$ cat src/rtl/dmg_timer_div_if.sv
// CPU-side register bus of the DMG timer: write strobe, register select, data and interrupt.
interface dmg_timer_div_if;
    logic       wr_en;
    logic [1:0] addr;
    logic [7:0] wdata;
    logic [7:0] rdata;
    logic       irq_timer;

    modport master (output wr_en, addr, wdata, input rdata, irq_timer);
    modport slave  (input wr_en, addr, wdata, output rdata, irq_timer);
endinterface

$ cat src/rtl/dmg_timer_div.sv
// DMG DIV/TIMA/TMA/TAC timer with delayed TMA reload and timer interrupt.
// Define DMG_TIMER_DIV_GLITCH_EN to make a DIV write act as a falling edge of the selected divider bit.
module dmg_timer_div #(
    parameter int          T_OUT    = 0,
    parameter logic [15:0] INIT_DIV = 16'h0000
) (
    input  logic           dffra_clk,
    input  logic           nreset,
    dmg_timer_div_if.slave bus
);
    typedef enum logic [1:0] {
        IDLE,
        OVF,
        RELOAD
    } state_t;

    state_t      state, state_next;
    logic [15:0] div, div_next;
    logic [7:0]  tima, tima_next;
    logic [7:0]  tma, tma_next;
    logic [2:0]  tac, tac_next;
    logic [1:0]  cnt, cnt_next;
    logic        edge_prev, edge_prev_next;
    logic        irq, irq_next;
    logic        sel_bit, tick, inc;
    logic        wr_div, wr_tima, wr_tma, wr_tac;
    logic [7:0]  rdata_mux;

    // Output delays exist only in the cell-level model; the synthesized outputs are zero-delay.
    logic [31:0] unused_t_out;
    assign unused_t_out = T_OUT;

    assign wr_div  = bus.wr_en && (bus.addr == 2'd0);
    assign wr_tima = bus.wr_en && (bus.addr == 2'd1);
    assign wr_tma  = bus.wr_en && (bus.addr == 2'd2);
    assign wr_tac  = bus.wr_en && (bus.addr == 2'd3);

    always_comb begin
        sel_bit = div[9];
        case (tac[1:0])
            2'b00: sel_bit = div[9];
            2'b01: sel_bit = div[3];
            2'b10: sel_bit = div[5];
            2'b11: sel_bit = div[7];
            default: sel_bit = div[9];
        endcase
    end

    assign tick = tac[2] & sel_bit;

`ifdef DMG_TIMER_DIV_GLITCH_EN
    assign inc = (edge_prev & ~tick) | (wr_div & tick);
`else
    assign inc = edge_prev & ~tick;
`endif

    always_comb begin
        div_next   = wr_div ? 16'h0000 : div + 16'd1;
        tma_next   = wr_tma ? bus.wdata : tma;
        tac_next   = wr_tac ? bus.wdata[2:0] : tac;
        // A DIV write never leaves a stale high tick behind to fall on the following cycle.
        edge_prev_next = wr_div ? 1'b0 : tick;
        state_next = state;
        tima_next  = tima;
        cnt_next   = cnt;
        irq_next   = 1'b0;

        case (state)
            IDLE: begin
                if (wr_tima) begin
                    tima_next = bus.wdata;
                end else if (inc) begin
                    if (tima == 8'hFF) begin
                        tima_next  = 8'h00;
                        cnt_next   = 2'd3;
                        state_next = OVF;
                    end else begin
                        tima_next = tima + 8'd1;
                    end
                end
            end
            OVF: begin
                if (wr_tima) begin
                    tima_next  = bus.wdata;
                    state_next = IDLE;
                end else if (cnt == 2'd0) begin
                    tima_next  = tma_next;
                    irq_next   = 1'b1;
                    state_next = RELOAD;
                end else begin
                    cnt_next = cnt - 2'd1;
                    if (inc) begin
                        tima_next = tima + 8'd1;
                    end
                end
            end
            RELOAD: begin
                tima_next  = tma_next;
                state_next = IDLE;
            end
            default: state_next = IDLE;
        endcase
    end

    always_ff @(posedge dffra_clk or negedge nreset) begin
        if (!nreset) begin
            state     <= IDLE;
            div       <= INIT_DIV;
            tima      <= 8'h00;
            tma       <= 8'h00;
            tac       <= 3'b000;
            cnt       <= 2'd0;
            edge_prev <= 1'b0;
            irq       <= 1'b0;
        end else begin
            state     <= state_next;
            div       <= div_next;
            tima      <= tima_next;
            tma       <= tma_next;
            tac       <= tac_next;
            cnt       <= cnt_next;
            edge_prev <= edge_prev_next;
            irq       <= irq_next;
        end
    end

    always_comb begin
        rdata_mux = div[15:8];
        case (bus.addr)
            2'd0: rdata_mux = div[15:8];
            2'd1: rdata_mux = tima;
            2'd2: rdata_mux = tma;
            2'd3: rdata_mux = {5'b11111, tac};
            default: rdata_mux = div[15:8];
        endcase
    end

    assign bus.rdata     = rdata_mux;
    assign bus.irq_timer = irq;
endmodule

$ cat src/flat_wrapper.sv
// flat-port wrapper written by rule: the top's interface ports become plain ports
module dmg_timer_div_flat 
#(
    parameter int          T_OUT    = 0,
    parameter logic [15:0] INIT_DIV = 16'h0000
)
  (dffra_clk, nreset, bus_wr_en, bus_addr, bus_wdata, bus_rdata, bus_irq_timer);
  dmg_timer_div_if bus_i ();
  input  logic dffra_clk;
  input  logic nreset;
  input wire logic [$bits(bus_i.wr_en)-1:0] bus_wr_en;
  input wire logic [$bits(bus_i.addr)-1:0] bus_addr;
  input wire logic [$bits(bus_i.wdata)-1:0] bus_wdata;
  output wire logic [$bits(bus_i.rdata)-1:0] bus_rdata;
  output wire logic [$bits(bus_i.irq_timer)-1:0] bus_irq_timer;
  assign bus_i.wr_en = bus_wr_en;
  assign bus_i.addr = bus_addr;
  assign bus_i.wdata = bus_wdata;
  assign bus_rdata = bus_i.rdata;
  assign bus_irq_timer = bus_i.irq_timer;
  dmg_timer_div #(.T_OUT(T_OUT), .INIT_DIV(INIT_DIV)) u_core (.dffra_clk(dffra_clk), .nreset(nreset), .bus(bus_i));
endmodule
$ cat config.mk
export PLATFORM = sky130hd
export DESIGN_NAME = dmg_timer_div_flat
export DESIGN_NICKNAME = d
export VERILOG_FILES = /design/src/rtl/dmg_timer_div_if.sv /design/src/rtl/dmg_timer_div.sv /design/src/flat_wrapper.sv
export SDC_FILE = /design/constraint.sdc
export NUM_CORES = 1
export LEC_CHECK = 0
export BUFFER_PORTS_ARGS = -buffer_cell sky130_fd_sc_hd__buf_2
export CAP_MARGIN = 20
export CORE_MARGIN = 2
export CORE_UTILIZATION = 40
export DETAILED_ROUTE_END_ITERATION = 7
export GPL_TIMING_DRIVEN = 0
export PLACE_DENSITY_LB_ADDON = 0.2
export SLEW_MARGIN = 30
export SYNTH_ARGS = -nofsm -noshare
export SYNTH_HDL_FRONTEND = slang
export SYNTH_SLANG_ARGS = --single-unit
$ cat constraint.sdc
create_clock -name dffra_clk -period 2.4 [get_ports dffra_clk]
set_clock_uncertainty 0.15 [all_clocks]
set_input_delay 0.48 -clock dffra_clk [delete_from_list [all_inputs] [get_ports dffra_clk]]
set_output_delay 0.48 -clock dffra_clk [all_outputs]
set_load 0.03 [all_outputs]
[Yosys cells after proc, flatten, opt, wreduce, memory -nomap -nowiden]
Cells that the tools add are included.
Storage, ports and cells
  bits in registers: 41
  output and inout bits: 9
  input port bits: 13
  logic and storage cells: 71
Operators by class
  add/sub/neg operators: 3
  reductions and logical operators: 13
  bitwise gates (word level): 3
  equal/unequal tests: 17
  muxes and demuxes: 27
Operators with widths (count)
  $mux W8: 7
  $pmux W8 S4: 1
  $pmux W8 S3: 1
  $mux W2: 10
  $add A16 B1 Y16 const B: 1
  $mux W16: 1
  $eq A2 B2 Y1 const B: 5
  $add A8 B1 Y8 const B: 1
  $eq A8 B8 Y1 const B: 1
  $logic_not A2 Y1: 4
  $pmux W2 S2: 2
  $eq A2 B1 Y1 const B: 3
  $ne A2 B2 Y1 const B: 3
  $ne A3 B1 Y1 const B: 2
  $reduce_and A6 Y1: 1
  $logic_and A1 B1 Y1: 4
  $mux W1: 4
  $ne A2 B1 Y1 const B: 2
  $ne A4 B1 Y1 const B: 1
  $pmux W1 S4: 1
  $reduce_and A4 Y1: 1
  $reduce_and A3 Y1: 1
  $reduce_bool A3 Y1: 1
  $and A1 B1 Y1: 2
  3 further kinds: 3

[Longest topological paths before layout]
  depth after elaboration: 9
  gate-level depth with buffers: 8
  gate-level depth less buffers: 7

[Worst setup path after synthesis]
No wires, ideal clock.
  kind: in2out
  start: input port bus_addr[0]
  end: output port bus_rdata[3]
  setup slack: 0.344 ns
  cell stages on the path: 4
  path buffers: 2
  arrival: 1.426 ns
  cells stage by stage: buf_6 buf_2 mux2_2 o22a_1
On the way
  longest elaborated chain between the ends: 2
RTL lines
  from (decl): RTL line flat_wrapper.sv:12  | input wire logic [$bits(bus_i.addr)-1:0] bus_addr;
  $eq A2 B2 Y1, or another cell as far along: RTL line dmg_timer_div.sv:129  | case (bus.addr)
  $pmux W8 S4 (*): RTL line dmg_timer_div.sv:129
  to (decl): RTL line flat_wrapper.sv:14  | output wire logic [$bits(bus_i.rdata)-1:0] bus_rdata;
Every way passes the cells marked *; elsewhere a longest branch is shown, timed or not.

[Final worst setup path]
  start: register u_core.state[0]
  end: register u_core.tima[6]
On the way
  longest elaborated chain between the ends: 3
RTL lines
  from (decl): RTL line dmg_timer_div.sv:17  | state_t state, state_next;
  from (signal assigned): RTL line dmg_timer_div.sv:116  | state <= state_next;
  $eq A2 B1 Y1, or another cell as far along: RTL line dmg_timer_div.sv:68  | case (state)
  $ne A4 B1 Y1 (no source line), or another cell as far along
  $reduce_and A3 Y1 (no source line)
  to (signal assigned): RTL line dmg_timer_div.sv:118  | tima <= tima_next;
  to (decl): RTL line dmg_timer_div.sv:19  | logic [7:0] tima, tima_next;
Parallel ways exist; a longest one is shown, timed or not.
A chain may end at the register's enable or synchronous reset.

==> impl_metrics.tcl <==
set metrics [dict create \
    status "complete, but fails checks" \
    violations "negative hold slack" \
    core_mm2 0.00631 \
    finalSetupViolCount 0 \
    ys_seq_elements 41 \
    rsz0062_at_grt "no" \
    fin_area_mm2 0.00288 \
    worst_setup_path_end_kind "flip-flop" \
    antenna_left 0 \
    ff2ff_path_depth 8 \
    async_flop_share_pct 100 \
    numCtsBuffers 5 \
    timing.rr.start "u_core.state[0]$_DFFE_PN0P_" \
    syn2layout_area_growth_pct 11.7 \
    grt_pass1_vias 2087 \
    arrival_ns 2.31 \
    hold_slack_ns -0.00732 \
    wl_per_cell_um 16.7 \
    path_cells "inv_1, ha_1, buf_2, inv_1, o21ai_0, nor3_1, a221oi_1, o22ai_1" \
    gp_congestion 0.846 \
    cts_max_path_buffers 2 \
    via_per_inst 5.78 \
    top_layer_used "met4" \
    cts_tree "built" \
    synth_top_area_cell "dfrtp_1" \
    r2r-end "u_core.tima[6]$_DFFE_PN0P_" \
    num_io_pins 22 \
    syn_inst 259 \
    route.vias.total 2105 \
    wl_met3_um 247 \
    fill_cells 618 \
    die_width_um 84.4 \
    antenna_found_initial 0 \
    fin_nets 306 \
    drt_iter0_markers 140 \
    syn_area_mm2 0.00258 \
    swShare_pct 35.7 \
    hpwl_um 4510 \
    tightest_slew_ns 0.635 \
    syn-num-nets 279 \
    fin_crit_sh_pct 95.2 \
    placed_area_mm2 0.00278 \
    p_per_area_mw_per_mm2 700 \
    cts.clk_slew.worst_paths_ns 0.09 \
    crit_family "compound AO/OA/AOI/OAI gates" \
    cp.required_ns 2.42 \
    leakage_nw 1.25 \
    drive_gt1_share_pct 23.3 \
    critPathLaunchType "flip-flop" \
    start_util_pct 40.9 \
    dr.pass1.iters 4 \
    cts_sinks 41 \
    cpMostUsedCell "inv_1" \
    synth.top_cell.area_share_pct 39.7 \
    pwr-share-comb_pct 27.7 \
    synthFlopType "dfrtp_1" \
    max-vdd-ir-drop_mv 0.431 \
    num_rows 29 \
    r2r_slack_ns 0.12 \
    antennaDiodeCount 0 \
    slowest_stage "o21ai_0" \
    ys_types 62 \
    hold_viol 4 \
    drc 0 \
    mostFrequentLayoutCell "dfrtp_1" \
    maxSlewHeadroom_pct 56.6 \
    syn_area_per_cell_um2 9.97 \
    min_period_ns 2.28 \
    wl_met1_um 2880 \
    crit_type "reg -> reg" \
    finalMaxSlewViolations 0 \
    port_buffers 20 \
    die_y_um 84.4 \
    synth.area.top_cells "dfrtp_1, mux2_2, nor2_1" \
    routed_wl_um 6090 \
    yosys_warnings 0 \
    cts-htree-levels 2 \
    die_area_mm2 0.00711 \
    p_int_mw 1.30 \
    crit_buf_inv 3 \
    synth_edf_count 0 \
    grt_pass1_wl_um 10400 \
    clock_latency_ns 0.31 \
    finalSetupTns_ns 0 \
    wl_met2_um 2880 \
    grt_max_degree 42 \
    cts_hold_buf 0 \
    power.share.sequential_pct 49.0 \
    max_freq_ghz 0.438 \
    min_path_type "in -> async" \
    overflow 0 \
    root_buffer "clkbuf_8" \
    final_cell_mix "dfrtp_1, buf_2, nor2_1" \
    max-cap-violations 0 \
    netSwitchingPower_mw 0.720 \
    ys_seq_area_share_pct 39.7 \
    cp_max_fo 10 \
    grt_use_total_pct 18.5 \
    cpPeakStageDelay_ns 0.43 \
    power_frac_clock_pct 23.3 \
]
## registers in the layout (all words and copies together) (netlist names)
signal,flops
u_core.div,16
u_core.tac,3
u_core.state,2
u_core.tma,8
u_core.tima,8
u_core.cnt,2
u_core.edge_prev,1
u_core.bus.irq_timer,1
## per-stage QoR
stage | cells | setup slack (ns) | power (mW) | hold WS [ns] | utilization, %
CTS | 364 | 0.112 | 2.04 | 0.202 | 45.4
finish | 364 | 0.116 | 2.02 | -0.00732 | 45.7
global route | 364 | 0.0222 | 2.14 | 0.0409 | 45.7
detailed placement | 356 | 0.120 | 1.56 | 0.324 | 44.0
floorplan | 259 | 0.344 | 1.37 | 0.0344 | -
global placement | 356 | 0.134 | 1.55 | 0.319 | 44.0
## layout make-up
cell class / instances / area, um^2 / area share, %
multi-input combinational: 197 / 1460 / 50.7
inverter: 12 / 45.0 / 1.56
clock buffer: 5 / 68.8 / 2.39
clock inverter: 3 / 21.3 / 0.738
sequential: 41 / 1030 / 35.6
tap: 77 / 96.3 / 3.34
timing repair buffer: 20 / 103 / 3.56
buffer: 9 / 60.1 / 2.08
## worst register-to-register path, stage by stage, from the launching register on
cell      delay [ns]
dfrtp_1         0.41
inv_1           0.08
ha_1            0.31
buf_2           0.22
inv_1           0.11
o21ai_0         0.43
nor3_1          0.11
a221oi_1        0.23
o22ai_1         0.13
## cell families after synthesis
kind of cell	count (synthesis)	share of synthesized area, %
AND/OR/NAND/NOR	89	18.7
AO/OA/AOI/OAI	70	19.9
flip-flops	41	39.7
buffers and inverters	21	4.07
multiplexers	20	10.5
XOR/XNOR	11	3.73
adder cells (fa/ha/maj)	7	3.39
## synthesized netlist by cell type, types with 4 or more instances
master / instances
dfrtp_1: 41
nor2_1: 24
o21ai_0: 17
nand2_1: 15
mux2_2: 12
inv_1: 11
nand3_1: 11
a21oi_1: 10
ha_1: 7
nand2b_1: 7
nor2b_1: 7
o22a_1: 7
buf_2: 6
xor2_1: 6
xnor2_1: 5
and4_1: 4
nand4_1: 4
## per-layer routing
metal  vias up  GRT usage [%]
met2        48           29.1
met5         -              0
met3         8           3.34
li1       1013              -
met4         0           5.63
met1      1036           26.1
## power groups by stage
stage / Sequential (mW) / Clock (mW) / Combinational, mW
2_1_floorplan: 0.934 / 0 / 0.437
3_3_place_gp: 0.996 / 0 / 0.550
3_5_place_dp: 1.00 / 0 / 0.557
4_1_cts: 0.984 / 0.492 / 0.562
5_1_grt: 1.01 / 0.512 / 0.620
6_report: 0.988 / 0.470 / 0.559
## timing repair
| action | 4_1_cts | 5_1_grt |
|---|---|---|
| setup buffers | 0 | 0 |
| setup endpoints to repair | 0 | 1 |
| resized for setup | 0 | 2 |
## worst max-delay path by stage
| stage | slack (ns) | from | cells after the start | endpoint |
|---|---|---|---|---|
| 2_1_floorplan | 0.34 | bus_addr[0] | 4 | bus_rdata[3] |
| 3_3_place_gp | 0.13 | u_core.state[0]$_DFFE_PN0P_ | 8 | u_core.tima[6]$_DFFE_PN0P_ |
| 3_5_place_dp | 0.12 | u_core.state[0]$_DFFE_PN0P_ | 8 | u_core.tima[6]$_DFFE_PN0P_ |
| 4_1_cts | 0.11 | u_core.state[0]$_DFFE_PN0P_ | 8 | u_core.tima[6]$_DFFE_PN0P_ |
| 5_1_grt | 0.02 | u_core.state[0]$_DFFE_PN0P_ | 8 | u_core.tima[6]$_DFFE_PN0P_ |
| 6_report | 0.12 | u_core.state[0]$_DFFE_PN0P_ | 8 | u_core.tima[6]$_DFFE_PN0P_ |
Note: power is estimated with default switching activity, not from simulation.
